==> config.mk <==
export PLATFORM = sky130hd
export DESIGN_NAME = oled_microcode_sequencer
export DESIGN_NICKNAME = d
export VERILOG_FILES = /design/src/rtl/oled_microcode_sequencer.sv
export SDC_FILE = /design/constraint.sdc
export NUM_CORES = 1
export LEC_CHECK = 0
export ABC_AREA = 1
export BUFFER_PORTS_ARGS = -buffer_cell sky130_fd_sc_hd__buf_2
export CORE_MARGIN = 5
export CORE_UTILIZATION = 60
export CTS_CLUSTER_DIAMETER = 40
export CTS_CLUSTER_SIZE = 8
export DETAILED_ROUTE_END_ITERATION = 7
export MAX_ROUTING_LAYER = met4
export PLACE_DENSITY = 0.85
export SLEW_MARGIN = 0
export SYNTH_ARGS = -nofsm -noshare
export SYNTH_HDL_FRONTEND = slang
export SYNTH_SLANG_ARGS = --single-unit
==> constraint.sdc <==
create_clock -name clk_in -period 6.5 [get_ports clk_in]
set_input_delay 0.65 -clock clk_in [delete_from_list [all_inputs] [get_ports clk_in]]
set_output_delay 0.65 -clock clk_in [all_outputs]
set_load 0.01 [all_outputs]
==> src/rtl/oled_microcode_sequencer.sv <==
// Microcode sequencer for SPI OLED panels: fetches 10-bit words from an external ROM and either
// ships them as SPI bytes or executes them locally (pins, delay, jump, call/return, loop, stop).
module oled_microcode_sequencer #(
    parameter int                  PROG_DEPTH      = 64,
    parameter int                  STACK_DEPTH     = 2,
    parameter int                  NUM_PINS        = 4,
    parameter logic [NUM_PINS-1:0] PIN_RESET_VALUE = NUM_PINS'(4'b1110),
    parameter int                  DELAY_SHIFT     = 11,
    localparam int                 ADDR_BITS       = (PROG_DEPTH > 1) ? $clog2(PROG_DEPTH) : 1
) (
    input  logic                 clk_in,
    input  logic                 reset_in,
    input  logic [ADDR_BITS-1:0] procedure_offset_in,
    input  logic                 procedure_start_in,
    input  logic                 abort_in,
    output logic                 procedure_done_out,
    output logic                 error_out,
    output logic [ADDR_BITS-1:0] prog_addr_out,
    input  logic [9:0]           prog_data_in,
    output logic                 spi_tx_trigger_out,
    output logic [7:0]           spi_data_out,
    output logic                 spi_last_byte_out,
    input  logic                 spi_ready_in,
    output logic [NUM_PINS-1:0]  pins_out
);
    // Addresses are range-checked in 7 bits so pc+1 and 6-bit targets never wrap before the check.
    localparam int                 XA         = 7;
    localparam int                 SP_BITS    = $clog2(STACK_DEPTH + 1);
    localparam int                 DCNT_BITS  = 6 + DELAY_SHIFT;
    localparam logic [XA-1:0]      DEPTH_X    = XA'(PROG_DEPTH);
    localparam logic [SP_BITS-1:0] STACK_X    = SP_BITS'(STACK_DEPTH);
    localparam logic [4:0]         NUM_PINS_X = 5'(NUM_PINS);

    typedef enum logic [2:0] {S_IDLE, S_FETCH, S_SEND, S_WAIT, S_DELAY} state_t;

    state_t                 state_q, state_d;
    logic [ADDR_BITS-1:0]   pc_q, pc_d;
    logic [SP_BITS-1:0]     sp_q, sp_d, sp_m1;
    logic [5:0]             loop_cnt_q, loop_cnt_d;
    logic [DCNT_BITS-1:0]   delay_cnt_q, delay_cnt_d;
    logic                   error_q, error_d;
    logic                   abort_pend_q, abort_pend_d;
    logic [NUM_PINS-1:0]    pins_q, pins_d;
    logic [XA-1:0]          stack_q [2**SP_BITS];

    logic [2:0]             opcode;
    logic [5:0]             operand;
    logic [3:0]             pin_idx;
    logic [XA-1:0]          pc_inc, new_pc;
    logic                   go_pc, fault, pin_we, push_en;

    assign opcode  = prog_data_in[8:6];
    assign operand = prog_data_in[5:0];
    assign pin_idx = prog_data_in[4:1];
    assign pc_inc  = XA'(pc_q) + 7'd1;
    assign sp_m1   = sp_q - 1'b1;

    always_comb begin
        state_d      = state_q;
        pc_d         = pc_q;
        sp_d         = sp_q;
        loop_cnt_d   = loop_cnt_q;
        delay_cnt_d  = delay_cnt_q;
        error_d      = error_q;
        abort_pend_d = abort_pend_q;
        go_pc        = 1'b0;
        new_pc       = pc_inc;
        fault        = 1'b0;
        pin_we       = 1'b0;
        push_en      = 1'b0;
        case (state_q)
            S_IDLE: begin
                if (procedure_start_in && spi_ready_in) begin
                    if (XA'(procedure_offset_in) >= DEPTH_X) begin
                        error_d = 1'b1;
                    end else begin
                        pc_d         = procedure_offset_in;
                        sp_d         = '0;
                        error_d      = 1'b0;
                        abort_pend_d = 1'b0;
                        state_d      = S_FETCH;
                    end
                end
            end
            S_FETCH: begin
                if (abort_in) begin
                    state_d = S_IDLE;
                end else if (!prog_data_in[9]) begin
                    state_d = S_SEND;
                end else begin
                    go_pc = 1'b1;
                    case (opcode)
                        3'b000: begin
                            if (operand == 6'd1) begin
                                go_pc   = 1'b0;
                                state_d = S_IDLE;
                            end else if (operand == 6'd2) begin
                                if (sp_q == '0) begin
                                    fault = 1'b1;
                                end else begin
                                    sp_d   = sp_m1;
                                    new_pc = stack_q[sp_m1];
                                end
                            end else if (operand != 6'd0) begin
                                fault = 1'b1;
                            end
                        end
                        3'b001: begin
                            if ({1'b0, pin_idx} >= NUM_PINS_X) fault = 1'b1;
                            else                               pin_we = 1'b1;
                        end
                        3'b010: begin
                            go_pc       = 1'b0;
                            delay_cnt_d = DCNT_BITS'(operand) << DELAY_SHIFT;
                            state_d     = S_DELAY;
                        end
                        3'b011: loop_cnt_d = operand;
                        3'b100: new_pc = XA'(operand);
                        3'b101: begin
                            if (sp_q == STACK_X) begin
                                fault = 1'b1;
                            end else begin
                                push_en = 1'b1;
                                sp_d    = sp_q + 1'b1;
                                new_pc  = XA'(operand);
                            end
                        end
                        3'b110: begin
                            if (loop_cnt_q != '0) begin
                                loop_cnt_d = loop_cnt_q - 1'b1;
                                new_pc     = XA'(operand);
                            end
                        end
                        default: fault = 1'b1;
                    endcase
                end
            end
            S_SEND: begin
                if (abort_in)           state_d = S_IDLE;
                else if (!spi_ready_in) state_d = S_WAIT;
            end
            S_WAIT: begin
                // An abort seen mid-byte is parked until the shifter finishes.
                if (spi_ready_in) begin
                    abort_pend_d = 1'b0;
                    if (abort_in || abort_pend_q) begin
                        state_d = S_IDLE;
                    end else begin
                        go_pc   = 1'b1;
                        state_d = S_FETCH;
                    end
                end else if (abort_in) begin
                    abort_pend_d = 1'b1;
                end
            end
            S_DELAY: begin
                if (abort_in) begin
                    state_d = S_IDLE;
                end else if (delay_cnt_q == '0) begin
                    go_pc   = 1'b1;
                    state_d = S_FETCH;
                end else begin
                    delay_cnt_d = delay_cnt_q - 1'b1;
                end
            end
            default: state_d = S_IDLE;
        endcase

        // A faulting word has no side effects: only error_out and the return to IDLE remain.
        if (go_pc && (new_pc >= DEPTH_X)) fault = 1'b1;
        if (fault) begin
            state_d     = S_IDLE;
            error_d     = 1'b1;
            pc_d        = pc_q;
            sp_d        = sp_q;
            loop_cnt_d  = loop_cnt_q;
            delay_cnt_d = delay_cnt_q;
            pin_we      = 1'b0;
            push_en     = 1'b0;
        end else if (go_pc) begin
            pc_d = new_pc[ADDR_BITS-1:0];
        end
    end

    genvar gi;
    generate
        for (gi = 0; gi < NUM_PINS; gi++) begin : g_pin
            assign pins_d[gi] = (pin_we && (pin_idx == 4'(gi))) ? prog_data_in[0] : pins_q[gi];
        end
    endgenerate

    always_ff @(posedge clk_in) begin
        if (reset_in) begin
            state_q      <= S_IDLE;
            pc_q         <= '0;
            sp_q         <= '0;
            loop_cnt_q   <= '0;
            delay_cnt_q  <= '0;
            error_q      <= 1'b0;
            abort_pend_q <= 1'b0;
            pins_q       <= PIN_RESET_VALUE;
        end else begin
            state_q      <= state_d;
            pc_q         <= pc_d;
            sp_q         <= sp_d;
            loop_cnt_q   <= loop_cnt_d;
            delay_cnt_q  <= delay_cnt_d;
            error_q      <= error_d;
            abort_pend_q <= abort_pend_d;
            pins_q       <= pins_d;
        end
    end

    always_ff @(posedge clk_in) begin
        if (push_en && !reset_in) stack_q[sp_q] <= pc_inc;
    end

    assign procedure_done_out = (state_q == S_IDLE);
    assign spi_tx_trigger_out = (state_q == S_SEND);
    assign error_out          = error_q;
    assign prog_addr_out      = pc_q;
    assign spi_data_out       = prog_data_in[7:0];
    assign spi_last_byte_out  = prog_data_in[8];
    assign pins_out           = pins_q;
endmodule

# ---- After elaboration in Yosys (flattened, before gate mapping)
# Memories as Yosys holds them, arrays and structs flattened.
# Cells that the tools add are included.
dict set report totals {
  ff_bits 40
  mem_bits_rw 28
  in_bits 21
  output_inout_bits 22
  memories 1
}
# name words width read_ports rd_ports_with_merged_regs wr line_no
set mem_list {}
lappend mem_list {stack_q 4 7 1 0 1 44} ;# logic [XA-1:0] stack_q [2**SP_BITS];
dict set report classes {
  add_sub_neg 5
  n_lt_le_gt_ge 2
  n_eq_ne 34
  mux 81
  n_bitwise 2
  n_reduce_logical 33
}
# operator n
set ops {}
lappend ops {{$mux W17} 5}
lappend ops {{$mux W7} 8}
lappend ops {{$mux W1} 37}
lappend ops {{$pmux W17 S2} 1}
lappend ops {{$pmux W7 S4} 1}
lappend ops {{$mux W3} 9}
lappend ops {{$mux W6} 4}
lappend ops {{$ne A3 B3 Y1 const B} 7}
lappend ops {{$logic_not A17 Y1} 1}
lappend ops {{$sub A17 B1 Y17 const B} 1}
lappend ops {{$reduce_bool A2 Y1} 8}
lappend ops {{$pmux W3 S5} 1}
lappend ops {{$mux W2} 7}
lappend ops {{$eq A3 B2 Y1 const B} 4}
lappend ops {{$eq A3 B3 Y1 const B} 4}
lappend ops {{$ne A2 B2 Y1 const B} 6}
lappend ops {{$pmux W6 S2} 1}
lappend ops {{$reduce_and A6 Y1} 2}
lappend ops {{$reduce_bool A6 Y1} 2}
lappend ops {{$reduce_and A10 Y1} 1}
lappend ops {{$eq A4 B2 Y1 const B} 2}
lappend ops {{$pmux W2 S2} 2}
lappend ops {{$add A6 B1 Y7 const B} 1}
lappend ops {{$ge A7 B7 Y1 const B} 1}
lappend ops {{other kinds (29)} 41}

# ---- Longest topological paths before layout
# An unclocked memory read counts as a cell.
dict set report depth {
  ltp_word 16
  ltp_mapped 17
  ltp_nobuf 14
}

# ---- Worst setup path before layout
# OpenSTA, ideal clock, no wires.
dict set report synth_timing {
  kind {register -> register}
  from {register sp_q[0]}
  to {memory stack_q[1][0], enable pin}
  setup_ps 360
  arrival_ps 2475
  required_time_ps 6140
  slack_ps 3665
  stages_incl_launch_ff 16
  n_path_buf 3
  period_less_slack_ps 2835
  path_cell_list {dfxtp_1 inv_1 clkbuf_1 ha_1 buf_2 inv_1 nand3_1 nand2_1 nor2_1 nand2_1 nand3_2 nand2_4 buf_6 nand3_2 nand3b_4 nor2_1}
}
dict set report synth_via {
  elab_chain_cells 16
  word_cells_on_any_way 32
}
# element line_no
set synth_rtl {}
lappend synth_rtl {{from (decl)} 38} ;# logic [SP_BITS-1:0] sp_q, sp_d, sp_m1;
lappend synth_rtl {{from (signal assigned)} 205} ;# sp_q <= sp_d;
lappend synth_rtl {{$sub A2 B1 Y2} 56} ;# assign sp_m1 = sp_q - 1'b1;
lappend synth_rtl {{$mem_v2 Z4 W7} -}
lappend synth_rtl {{$mux W7} 98} ;# if (sp_q == '0) begin
lappend synth_rtl {{$mux W7} 97} ;# end else if (operand == 6'd2) begin
lappend synth_rtl {{$mux W7} 94} ;# if (operand == 6'd1) begin
lappend synth_rtl {{$pmux W7 S4} 92} ;# case (opcode)
lappend synth_rtl {{$mux W7} 88} ;# end else if (!prog_data_in[9]) begin
lappend synth_rtl {{$mux W7} 86} ;# if (abort_in) begin
lappend synth_rtl {{$mux W7} 71} ;# case (state_q)
lappend synth_rtl {{$ge A7 B7 Y1} 170} ;# if (go_pc && (new_pc >= DEPTH_X)) fault = 1'b1;
lappend synth_rtl {{$logic_and A1 B1 Y1} 170}
lappend synth_rtl {{$mux W1} 170}
lappend synth_rtl {{$mux W1} 171} ;# if (fault) begin
lappend synth_rtl {{$logic_and A1 B1 Y1} 215} ;# if (push_en && !reset_in) stack_q[sp_q] <= pc_inc;
lappend synth_rtl {{$mux W1} 215}
lappend synth_rtl {{$mux W1 (not written as such)} 215}
lappend synth_rtl {{to (decl)} 44}
# Parallel ways exist; a longest one is shown, timed or not.

# ---- Worst setup path after layout
dict set report layout_timing {
  from {register sp_q[0]}
  to {memory stack_q[3][3], enable pin}
}
# The elaborated chain is that of the path after synthesis.

==> out/qor.yml <==
avgSynthCellArea_um2: 7.16
setup_ws_ns: 3.00
rsz0062_at_grt: "no"
hold_buffers: 0
finalWirelength_um: 10600
timing.fmax_ghz: 0.285
multi_input_area_um2: 2270
register_area_um2: 1640
path_buf_inv: 2
pre_cts_slack_ns: 3.09
drive_gt1_share_pct: 16.6
antenna_found_initial: 0
io_pins: 43
ys.flop_type: "dfxtp_1"
arrival_ns: 3.50
relSlewSlack_pct: 41.2
portBuffers: 42
hp-class: "reg2reg"
synth_cells: 601
grt_max_degree: 25
cts.htree.levels: 3
synth_edf_count: 28
cts.reportedPaths.clkPinSlew_ns: 0.08
rows: 30
slowest_delay_ns: 0.61
drcViolationCount: 0
clkSinkCount: 68
insertion_delay_ns: 0.35
critical_path.top_delay_family: "simple AND/OR/NAND/NOR gates"
placed_area_um2: 4470
p_leak_nw: 2.30
stdcell_area_um2: 4680
fin_tns_setup_ns: 0
vias: 4029
dp_cells: 719
drt_iter0_drc: 340
cts_root_buf: "clkbuf_8"
dp_hpwl_um: 7780
die_height_um: 94.7
cp_slowest_cell: "dfxtp_1"
drt_pass1_iterations: 6
worstSetupStartpointType: "register"
finalPower_mw: 1.42
postCtsSetupBuffers: 0
gp_congestion: 0.941
drv_cap: 0
vias_per_cell: 5.48
worst_slew_pin_slew_ns: 0.882
cts_buffer_depth: 2
grt_pass1_wl_um: 17800
setup_viol: 0
nets: 663
ys_types: 41
drv_slew: 0
grt_usage_pct: 26.1
antenna_left: 0
end_kind: "register"
area_growth_syn_to_layout_pct: 8.66
period_share_pct: 53.9
ir_drop_mv: 0.121
final_cell_mix: "nand2_1, nor2_1, inv_1, buf_2, dfxtp_1"
hold_viol: 0
core-area_um2: 6870
final_core_util_pct: 68.1
fin_cells: 735
skew_ns: 0.00995
whs_ns: 0.493
die-width_um: 94.7
period_minus_slack_ns: 3.50
cts_buffers: 9
cts_tree: "built"
syn_area_um2: 4300
grt_overflow: 0
yosys_warnings: 0
final_common_cell: "nand2_1"
num_antenna_cells: 0
die-area_um2: 8970
cts-resized-gates: 0
initial_core_util_pct: 62.7
postSynthRegisterBits: 68
status: "completed"
setup.worst_path.class: "reg2reg"
wl_per_cell_um: 14.4
fillers: 567
worst-path-max-fanout: 17
worstPathRequired_ns: 6.49
ys_seq_area_share_pct: 38.1
p_per_area_nw_per_um2: 305
grt_pass1_vias: 3747
synthArstFlopShare_pct: 0
path_cells: "inv_1 > ha_1 > inv_1 > nand3_1 > nand2_1 > nor2_1 > nand2_1 > nand3_2 > nand2_4 > nand3_2 > nand3b_4 > nor2_1"
[area by class of cell]
class	count	area share, %
tap	96	2.57
clock inverter	7	1.71
clock buffer	9	2.65
timing repair buffer	42	4.49
multi-input combinational	452	48.6
inverter	61	4.90
sequential	68	35.1
[synth_stat cells, types with 2 or more instances]
cell	number	area, um^2
or2_2	2	12.5
edfxtp_1	28	841
nor3_2	2	20.0
inv_1	51	191
o22ai_1	6	37.5
o21ai_2	2	17.5
nand3_4	3	52.6
nand2_1	166	623
a21oi_1	24	120
nor2_2	6	37.5
o21ai_0	32	160
ha_1	8	100
nand4_1	12	75.1
a31oi_1	2	12.5
buf_6	5	56.3
nor2_4	5	56.3
xnor2_1	2	17.5
nand2_2	8	50.1
nor3_1	10	50.1
nand3_1	28	140
clkbuf_1	4	15.0
buf_2	6	30.0
dfxtp_1	40	801
nand3_2	7	70.1
nor2_1	92	345
buf_4	11	82.6
o21ai_1	4	20.0
xor2_1	13	114
inv_2	10	37.5
[registers in the layout, summed over array words and instances, names as in the netlist]
signal / count
delay_cnt_q: 17
error_out: 1
prog_addr_out: 6
abort_pend_q: 1
sp_q: 2
state_q: 3
loop_cnt_q: 6
stack_q: 28
pins_out: 4
[where the power goes]
part           leakage, nW  switching, mW  internal, mW
sequential           0.592         0.0471         0.497
clock               0.0973          0.184         0.182
combinational         1.61          0.344         0.171
total                 2.30          0.575         0.850
[layer usage]
layer	track usage, %	part of all wire, %
met3	3.43	8.8
met1	33.9	42
met5	-	0
met4	8.53	1.6
met2	42.1	47
[cells by family after synthesis]
| logic type | Yosys count | share of synthesized area [%] |
|---|---|---|
| XOR/XNOR | 15 | 3.05 |
| AO/OA/AOI/OAI | 75 | 9.54 |
| other | 1 | 0.0871 |
| flip-flops | 68 | 38.1 |
| AND/OR/NAND/NOR | 347 | 37.3 |
| buffers and inverters | 87 | 9.59 |
| adder cells (fa/ha/maj) | 8 | 2.33 |
[final timing paths]
path / from / end / slack, ns / depth (start not counted)
setup / recovery: sp_q[0] / stack_q[3][3] / 3.00 / 12
hold / removal: pins_out[2] / pins_out[2] / 0.49 / 2
setup reg to reg: sp_q[0] / stack_q[3][3] / 3.00 / 12
hold reg to reg: pins_out[2] / pins_out[2] / 0.49 / 2
[worst min-delay path, delay by kind of cell (launching register included)]
family,cells,cell delay [ns]
AND/OR/NAND/NOR,2,0.12
flip-flops,1,0.33
(Power assumes the default switching activity.)
